--- src/rtl/gray_count_tracker.sv ---
// Purpose : consumes a free-running Gray counter from a possibly unrelated clock; synchronizes,
//           decodes to binary, validates +1 steps and keeps a wider extended count across wraps.
// Latency : SYNC_STAGES edges from first-flop capture to bin_out/ext_count/pulses; no backpressure.
// Ports   : clk, resetn (sync, active-low), gray_in -> bin_out, ext_count, step_valid, wrap_pulse,
//           err_pulse, err_count (saturating), locked.
module gray_count_tracker #(
    parameter int DATA_WIDTH  = 4,
    parameter int SYNC_STAGES = 2,
    parameter int EXT_WIDTH   = 16
) (
    input  logic                  clk,
    input  logic                  resetn,
    input  logic [DATA_WIDTH-1:0] gray_in,
    output logic [DATA_WIDTH-1:0] bin_out,
    output logic [EXT_WIDTH-1:0]  ext_count,
    output logic                  step_valid,
    output logic                  wrap_pulse,
    output logic                  err_pulse,
    output logic [7:0]            err_count,
    output logic                  locked
);

    typedef enum logic [1:0] {
        FILL    = 2'd0,
        ACQUIRE = 2'd1,
        TRACK   = 2'd2
    } state_t;

    localparam logic [2:0]            FILL_LAST = 3'(SYNC_STAGES - 1);
    localparam logic [DATA_WIDTH-1:0] BIN_ONE   = 1;
    localparam logic [EXT_WIDTH-1:0]  EXT_ONE   = 1;

    function automatic logic [DATA_WIDTH-1:0] gray2bin(input logic [DATA_WIDTH-1:0] g);
        logic [DATA_WIDTH-1:0] b;
        b[DATA_WIDTH-1] = g[DATA_WIDTH-1];
        for (int i = DATA_WIDTH - 2; i >= 0; i--) begin
            b[i] = b[i+1] ^ g[i];
        end
        return b;
    endfunction

    // Plain flop chain, nothing between stages, so each stage gets a full cycle to settle.
    logic [DATA_WIDTH-1:0] sync_q [SYNC_STAGES];
    logic [DATA_WIDTH-1:0] gray_s;

    always_ff @(posedge clk) begin
        if (!resetn) begin
            for (int i = 0; i < SYNC_STAGES; i++) begin
                sync_q[i] <= '0;
            end
        end else begin
            sync_q[0] <= gray_in;
            for (int i = 1; i < SYNC_STAGES; i++) begin
                sync_q[i] <= sync_q[i-1];
            end
        end
    end

    assign gray_s = sync_q[SYNC_STAGES-1];

    state_t                state_q, state_d;
    logic [2:0]            fill_cnt, fill_d;
    logic [DATA_WIDTH-1:0] prev_g, prev_g_d;
    logic [DATA_WIDTH-1:0] bin_d;
    logic [EXT_WIDTH-1:0]  ext_d;
    logic                  step_d, wrap_d, errp_d, locked_d;
    logic [7:0]            errc_d;

    logic [DATA_WIDTH-1:0] cur_bin, prev_bin, delta;

    assign cur_bin  = gray2bin(gray_s);
    assign prev_bin = gray2bin(prev_g);
    // Modulo-2^DATA_WIDTH difference: 1 is the only legal change, so the 15->0 step is legal too.
    assign delta    = cur_bin - prev_bin;

    always_ff @(posedge clk) begin
        if (!resetn) begin
            state_q    <= FILL;
            fill_cnt   <= '0;
            prev_g     <= '0;
            bin_out    <= '0;
            ext_count  <= '0;
            step_valid <= 1'b0;
            wrap_pulse <= 1'b0;
            err_pulse  <= 1'b0;
            err_count  <= '0;
            locked     <= 1'b0;
        end else begin
            state_q    <= state_d;
            fill_cnt   <= fill_d;
            prev_g     <= prev_g_d;
            bin_out    <= bin_d;
            ext_count  <= ext_d;
            step_valid <= step_d;
            wrap_pulse <= wrap_d;
            err_pulse  <= errp_d;
            err_count  <= errc_d;
            locked     <= locked_d;
        end
    end

    always_comb begin
        state_d  = state_q;
        fill_d   = fill_cnt;
        prev_g_d = prev_g;
        bin_d    = bin_out;
        ext_d    = ext_count;
        step_d   = 1'b0;
        wrap_d   = 1'b0;
        errp_d   = 1'b0;
        errc_d   = err_count;
        locked_d = locked;

        case (state_q)
            // Wait until the synchronizer holds only post-reset samples of gray_in.
            FILL: begin
                if (fill_cnt == FILL_LAST) begin
                    state_d = ACQUIRE;
                end else begin
                    fill_d = fill_cnt + 3'd1;
                end
            end
            ACQUIRE: begin
                prev_g_d = gray_s;
                bin_d    = cur_bin;
                ext_d    = {{(EXT_WIDTH-DATA_WIDTH){1'b0}}, cur_bin};
                locked_d = 1'b1;
                state_d  = TRACK;
            end
            TRACK: begin
                if (delta == BIN_ONE) begin
                    prev_g_d = gray_s;
                    bin_d    = cur_bin;
                    ext_d    = ext_count + EXT_ONE;
                    step_d   = 1'b1;
                    wrap_d   = &prev_bin;
                end else if (delta != '0) begin
                    // Resync onto the new value so one glitch costs one error, not a stream of them.
                    prev_g_d = gray_s;
                    bin_d    = cur_bin;
                    errp_d   = 1'b1;
                    errc_d   = (err_count == 8'hFF) ? err_count : err_count + 8'd1;
                end
            end
            default: begin
                state_d = FILL;
            end
        endcase
    end

endmodule

--- config.mk ---
export PLATFORM = sky130hd
export DESIGN_NAME = gray_count_tracker
export DESIGN_NICKNAME = d
export VERILOG_FILES = /design/src/rtl/gray_count_tracker.sv
export SDC_FILE = /design/constraint.sdc
export NUM_CORES = 1
export LEC_CHECK = 0
export ABC_AREA = 1
export BUFFER_PORTS_ARGS = -buffer_cell sky130_fd_sc_hd__buf_2
export CAP_MARGIN = 20
export CORE_MARGIN = 2
export CORE_UTILIZATION = 25
export CTS_BUF_LIST = sky130_fd_sc_hd__clkbuf_2
export DETAILED_ROUTE_END_ITERATION = 7
export HOLD_SLACK_MARGIN = 0.15
export PLACE_DENSITY_LB_ADDON = 0.12
export SYNTH_ARGS = -nofsm -noshare
export SYNTH_HDL_FRONTEND = slang
export SYNTH_SLANG_ARGS = --single-unit
export TNS_END_PERCENT = 30
--- constraint.sdc ---
create_clock -name clk -period 4.2 [get_ports clk]
set_input_delay 0.21 -clock clk [delete_from_list [all_inputs] [get_ports clk]]
set_output_delay 0.21 -clock clk [all_outputs]
set_load 0.01 [all_outputs]
==> qor.csv, run 1 <==
stage,metric,value,unit
status,status,"finished, final reports clean",
timing,final.period_utilization,70.4,%
run,cap_violations,0,
floorplan,die_y,104,um
floorplan,start_util,25.6,%
timing,tightest_slew,605,ps
global_route,grt_use_met2,18.4,%
critical_path,worstSetupPathType,flip-flop to flip-flop,
synthesis,synth_top_area_share,38.5,%
route,ant_nets,0,
critical_path,crit_required,4550,ps
synthesis,ys_seq_area_share,38.5,%
timing,slew_headroom,59.6,%
critical_path,cp-start-kind,flip-flop,
final_layout,seq_area,961,sq um
synthesis,ys_types,33,
final_layout,final_core_utilization,29.7,%
global_route,antenna_found_initial,0,
synthesis,synthCells,342,
final_layout,design_area,2890,sq um
route,drc,0,
floorplan,core,9730,sq um
placed_design,gp_congestion,0.804,
critical_path,reg2reg_to,ext_count[13]$_SDFFE_PN0P_,
power_and_ir_drop,p_per_area,585,nW/um^2
timing,fmax,338,MHz
synthesis,syn_area_per_cell,7.30,sq um
timing,rsz0062_at_grt,false,
placed_design,place_area,2820,sq um
synthesis,post-synth-top-count-cell,nand2_1,
route,drtPass1Iterations,4,
global_route,grt-ovfl-total,0,
route,drt-initial-drc-count,59,
cts,clkSlewWorstSetupHoldPaths,230,ps
route,vias_per_cell,4.21,
synthesis,yosysTopAreaCell,dfxtp_1,
final_layout,nFillCells,1092,
route,wire_per_inst,11.4,um
final_layout,multi_input_area,1330,sq um
timing,min_period,2960,ps
critical_path,crit_end,ext_count[13]$_SDFFE_PN0P_,
timing,slew_violations,0,
synthesis,yosys-top-cells-count,"79 x nand2_1, 49 x nor2_1, 48 x dfxtp_1",
final_layout,fin_nets,400,
cts,cts_setup_buffers,0,
cts,cts.sinks,48,
floorplan,fp.dieArea,10800,sq um
placed_design,portBuffers,37,
power_and_ir_drop,ir_drop,0.187,mV
timing,hold_viol_final,0,
synthesis,ys_seq_elements,48,
critical_path,r2r_cells,13,
power_and_ir_drop,power,1.69,mW
critical_path,r2r_setup_slack,1240,ps
cts,cts-root-buf,clkbuf_2,
critical_path,critPathMaxFanout,10,
synthesis,syn_area,2490,sq um
synthesis,synth_warnings,0,
cts,clk_latency,410,ps
cts,h-tree-depth,2,
final_layout,area_growth,15.8,%
final_layout,diodes,0,
final_layout,drive_gt1_share,18.8,%
global_route,grt.met3_usage,2.13,%
route,route.vias.total,2171,
cts,cts_buffers,5,
critical_path,slowest_delay,500,ps
global_route,busiest_layer,met2,
synthesis,async_flop_share,0,%
timing,tns,0,ps
synthesis,synth_flop_cell,dfxtp_1,
global_route,grt_pass1_vias,2120,
critical_path,reg2reg_from,bin_out[3]$_SDFFE_PN0P_,
cts,cts_tree,built,
floorplan,placementRows,36,
timing,final-setup-viol-count,0,
global_route,grt_usage,11.4,%
critical_path,critPathArrivalTime,3310,ps
synthesis,synth_nets,357,
floorplan,ioPinCount,38,
timing,fin_skew,11.6,ps
synthesis,synthTopCellsByArea,"dfxtp_1 39%, nand2_1 12%, nor2_1 7.4%",
synthesis,synth_edf_count,0,
min_path,hold_class,input pin to flip-flop,
floorplan,die_w,104,um
global_route,grt_pass1_wl,10100,um
critical_path,crit_path_top_delay_cell,fa_1,
power_and_ir_drop,leakage,1.34,nW
global_route,gr-usage-met1,15.6,%
critical_path,startpoint,bin_out[3]$_SDFFE_PN0P_,
critical_path,path_cells,xnor2_1 > inv_1 > ha_1 > xnor2_1 > ha_1 > fa_1 > inv_1 > nor2_1 > nand4_4 > nor2_8 > nand2_1 > o21ai_1 > nor2_1,
critical_path,endpoint_kind,flip-flop,
timing,timing.hold.ws,247,ps
cts,clock_path_buffers,2,
placed_design,dp_hpwl,4360,um
route,drt-total-wl,5900,um
global_route,grt_max_degree,30,
## routing by layer
layer | share of wire (%) | wire length (um) | vias up
met3 | 3.0 | 176 | 7
met1 | 53 | 3110 | 975
li1 | - | - | 1147
met2 | 43 | 2550 | 42
met5 | 0 | 0 | -
met4 | 1.1 | 62 | 0
## cell families after synthesis
kind of cell	share of synthesized area, %
and+or+nand+nor	34.1
AOI/OAI and AO/OA	9.63
xor gates and xnor gates	4.81
buffers and inverters	8.17
adders and majority gates	4.81
DFF	38.5
## worst max-delay path, delay by kind of cell (launching register included)
kind | cells | cell delay [ps]
and+or+nand+nor | 5 | 770
AOI/OAI and AO/OA | 1 | 130
xor gates and xnor gates | 2 | 360
buffers and inverters | 2 | 110
DFF | 1 | 490
adders and majority gates | 3 | 1060
## cell type report
| class | instances | share of cell area [%] |
|---|---|---|
| repair buffers | 41 | 7.80 |
| flip-flops and latches | 48 | 33.3 |
| multi-input cells | 242 | 46.0 |
| inverters | 47 | 6.28 |
| well taps | 133 | 5.76 |
| clock buffers | 5 | 0.866 |
## repair_timing
item / in CTS / in global routing
hold buffers: 4 / 0
hold endpoints to repair: 4 / 0
resized for setup: 0 / 0
## stage by stage
stage               worst slack [ps]  std cells
finish                          1240        516
detailed placement              1240        507
global route                     933        516
global placement                1220        507
CTS                             1230        516
floorplan                       1540        342
## power breakdown
part / switching (mW) / total, mW / internal [mW]
Combinational: 0.590 / 0.914 / 0.324
Sequential: 0.0709 / 0.604 / 0.533
Clock: 0.141 / 0.173 / 0.0318
## how the worst min path moves through the flow
stage / to / cells past startpoint / startpoint / slack [ps]
CTS: sync_q[0][0]$_SDFF_PN0_ / 3 / resetn / 210
detailed placement: sync_q[0][0]$_SDFF_PN0_ / 3 / gray_in[0] / 390
global route: sync_q[0][5]$_SDFF_PN0_ / 3 / resetn / 240
floorplan: sync_q[0][0]$_SDFF_PN0_ / 2 / gray_in[0] / 310
finish: sync_q[0][0]$_SDFF_PN0_ / 3 / resetn / 250
global placement: sync_q[0][2]$_SDFF_PN0_ / 3 / gray_in[2] / 390
## registers in the layout (all words and copies together), names as in the netlist
name        flops
ext_count      16
err_count       8
sync_q          8
bin_out         4
fill_cnt        3
prev_g          3
state_q         2
err_pulse       1
locked          1
step_valid      1
wrap_pulse      1
## placed cells by master, fill, tap and decap left out
master,netlist,routed
or2_2,1,1
nand3_2,1,1
o31ai_1,1,1
nand2_1,79,79
nand4_4,1,1
nor2_4,3,3
xor2_1,6,6
nand2_4,5,5
fa_1,1,1
clkbuf_2,0,5
or2_1,1,1
a21oi_1,18,18
dfxtp_1,48,48
o21ai_0,18,18
nand3_1,17,17
nor3b_1,1,1
nor2_1,49,49
a21oi_2,2,2
inv_1,42,42
nand4_1,2,2
clkinv_4,1,1
nand2_2,5,5
nor4_1,1,1
xor2_2,2,2
inv_2,4,4
xnor2_1,4,4
dlygate4sd3_1,0,4
nor2_8,3,3
nor2_2,2,2
buf_2,0,37
ha_1,8,8
nor3_1,4,4
o21ai_1,7,7
Power figures use the tool's default switching activity.
==> run 2, diff against run 1 <==
--- a/config.mk
+++ b/config.mk
@@ -5,7 +5,7 @@
 export SDC_FILE = /design/constraint.sdc
 export NUM_CORES = 1
 export LEC_CHECK = 0
-export ABC_AREA = 1
+export ABC_AREA = 0
 export BUFFER_PORTS_ARGS = -buffer_cell sky130_fd_sc_hd__buf_2
 export CAP_MARGIN = 20
 export CORE_MARGIN = 2
==> constraint.sdc (replaced) <==
create_clock -name clk -period 2.4 [get_ports clk]
set_input_delay 0.12 -clock clk [delete_from_list [all_inputs] [get_ports clk]]
set_output_delay 0.12 -clock clk [all_outputs]
set_load 0.01 [all_outputs]
==> run 2 against run 1 <==
  * Power is 41% higher
  * Flip-flop and latch count is the same
  * Final cell count down 3.9%
  * Largest cell class unchanged
  * Clock-buffer cell count unchanged
  * Cell area grew 22%
  * First-iteration DRC count rose by 8.5%
  * Combinational power is 11% higher
  * Via count increased by 5.8%
  * The flow now finishes with violations (setup timing)
  * Maximum frequency is 0.55% lower
  * Worst setup slack worse by 1800 ps
  * Sequential share of layout area down 5.6 points
==> qor.csv, run 2 <==
stage,metric,value,unit
status,violations,setup timing,
final_layout,area_growth,45.3,%
critical_path,critPathArrivalTime,3340,ps
cts,cts.sinks,48,
global_route,grt_max_degree,35,
synthesis,syn_area_per_cell,8.89,sq um
timing,hold_viol_final,0,
floorplan,die_y,102,um
route,wire_per_inst,14.2,um
critical_path,r2r_setup_slack,-580,ps
power_and_ir_drop,ir_drop,0.243,mV
floorplan,start_util,25.9,%
timing,tightest_slew,512,ps
cts,h-tree-depth,2,
timing,fin_skew,16.1,ps
placed_design,portBuffers,37,
global_route,grt-ovfl-total,0,
final_layout,final_core_utilization,37.7,%
route,drc,0,
global_route,gr-usage-met1,18.4,%
placed_design,dp_hpwl,4750,um
synthesis,syn_area,2420,sq um
final_layout,fin_nets,381,
synthesis,yosysTopAreaCell,dfxtp_1,
final_layout,drive_gt1_share,38.4,%
cts,clk_latency,430,ps
final_layout,nFillCells,980,
timing,fmax,336,MHz
critical_path,endpoint_kind,flip-flop,
timing,timing.hold.ws,403,ps
floorplan,placementRows,35,
timing,slew_violations,0,
final_layout,largest_reg_flops,16,
route,drtPass1Iterations,4,
synthesis,synth_nets,287,
floorplan,ioPinCount,38,
synthesis,ys_types,56,
floorplan,die_w,102,um
timing,min_period,2980,ps
min_path,hold_class,input pin to flip-flop,
timing,setup_slack,-575,ps
floorplan,core,9330,sq um
cts,cts-root-buf,clkbuf_2,
power_and_ir_drop,power,2.38,mW
floorplan,fp.dieArea,10500,sq um
status,status,finished with violations,
final_layout,reg_top3,"ext_count (16), err_count (8), sync_q (8)",
placed_design,gp_congestion,0.788,
synthesis,post-synth-top-count-cell,dfxtp_1,
global_route,antenna_found_initial,0,
cts,clock_path_buffers,2,
final_layout,diodes,0,
synthesis,synth_edf_count,0,
critical_path,worstSetupPathType,flip-flop to flip-flop,
synthesis,async_flop_share,0,%
timing,rsz0062_at_grt,true,
cts,cts_tree,built,
global_route,grt_use_met2,22.1,%
synthesis,synth_flop_cell,dfxtp_1,
synthesis,synthTopCellsByArea,"dfxtp_1 40%, nand2_1 5.0%, ha_1 4.1%",
cts,cts_buffers,5,
final_layout,mostFrequentLayoutCells,"44 x dfxtp_1, 44 x buf_4, 37 x buf_2",
global_route,grt_pass1_vias,2203,
critical_path,crit_required,2770,ps
final_layout,top_register,ext_count,
global_route,grt_pass1_wl,11100,um
synthesis,ys_seq_elements,48,
cts,clkSlewWorstSetupHoldPaths,270,ps
global_route,busiest_layer,met2,
run,cap_violations,0,
critical_path,cp-start-kind,flip-flop,
placed_design,dp_cells,458,
timing,final.period_utilization,124,%
synthesis,synth_top_area_share,39.8,%
route,vias_per_cell,4.63,
power_and_ir_drop,p_per_area,677,nW/um^2
power_and_ir_drop,leakage,1.46,nW
timing,final-setup-viol-count,34,
route,drt-initial-drc-count,64,
synthesis,synthCells,272,
synthesis,synth_warnings,0,
critical_path,critPathMaxFanout,6,
final_layout,post_layout_nonfiller_instances,496,
timing,tns,-13820,ps
global_route,grt_usage,13.7,%
global_route,grt.met3_usage,2.74,%
route,ant_nets,0,
synthesis,ys_seq_area_share,39.8,%
route,drt-total-wl,7020,um
timing,slew_headroom,65.6,%
synthesis,yosys-top-cells-count,"48 x dfxtp_1, 32 x nand2_1, 14 x a21oi_1, 14 x nor2_1",
route,route.vias.total,2297,
[run 2: per-layer routing]
layer	vias up	share of wire, %
li1	1171	-
met1	1080	47
met2	36	49
met3	10	2.5
met4	0	1.5
met5	-	0
[run 2: cell families after synthesis]
kind of cell             share of synthesized area, %
buffers and inverters                            3.47
flip-flops                                       39.8
XOR/XNOR                                         4.35
AO/OA/AOI/OAI                                    16.5
multiplexers                                     2.17
adder cells (fa/ha/maj)                          4.97
AND/OR/NAND/NOR                                  28.8
[run 2: critical path, stage by stage (launching register included)]
cell,delay (ps)
dfxtp_4,430
xor2_4,180
xor2_2,190
xor2_1,210
inv_1,130
ha_4,180
fa_2,340
xor2_2,200
nand2_4,100
or4_4,510
or3_1,320
a21oi_1,120
[run 2: area by class of cell]
cell class | count | area [sq um] | share of cell area, %
clock buffer | 5 | 25.0 | 0.712
multi-input combinational | 204 | 1560 | 44.5
sequential | 48 | 971 | 27.6
inverter | 8 | 30.0 | 0.855
tap | 129 | 161 | 4.59
timing repair buffer | 99 | 721 | 20.5
clock inverter | 3 | 42.5 | 1.21
[run 2: path summary, 6_finish.rpt]
check | start | endpoint | depth (start not counted)
worst max-delay path | sync_q[0][6]$_SDFF_PN0_ | ext_count[12]$_SDFFE_PN0P_ | 11
worst min-delay path | gray_in[0] | sync_q[0][0]$_SDFF_PN0_ | 3
worst max register to register | sync_q[0][6]$_SDFF_PN0_ | ext_count[12]$_SDFFE_PN0P_ | 11
worst min register to register | sync_q[0][1]$_SDFF_PN0_ | sync_q[0][5]$_SDFF_PN0_ | 1
[run 2: timing repair]
action | in CTS | in global routing
hold buffers | 5 | 0
buffers inserted | 19 | 8
cloned | 0 | 0
hold endpoints to repair | 11 | 0
pin swaps | 21 | 11
resized for setup | 25 | 13
setup endpoints to repair | 34 | 34
[run 2: stage by stage]
step | setup WS (ps) | cell area (sq um)
detailed placement | -524 | 3010
floorplan | -491 | 2470
global route | -726 | 3510
CTS | -577 | 3390
global placement | -470 | 3010
finish | -575 | 3510
[run 2: power by group]
group / total, mW / internal [mW] / switching [mW]
Combinational: 1.01 / 0.484 / 0.526
Sequential: 0.902 / 0.858 / 0.0444
Clock: 0.465 / 0.175 / 0.290
Total: 2.38 / 1.52 / 0.860
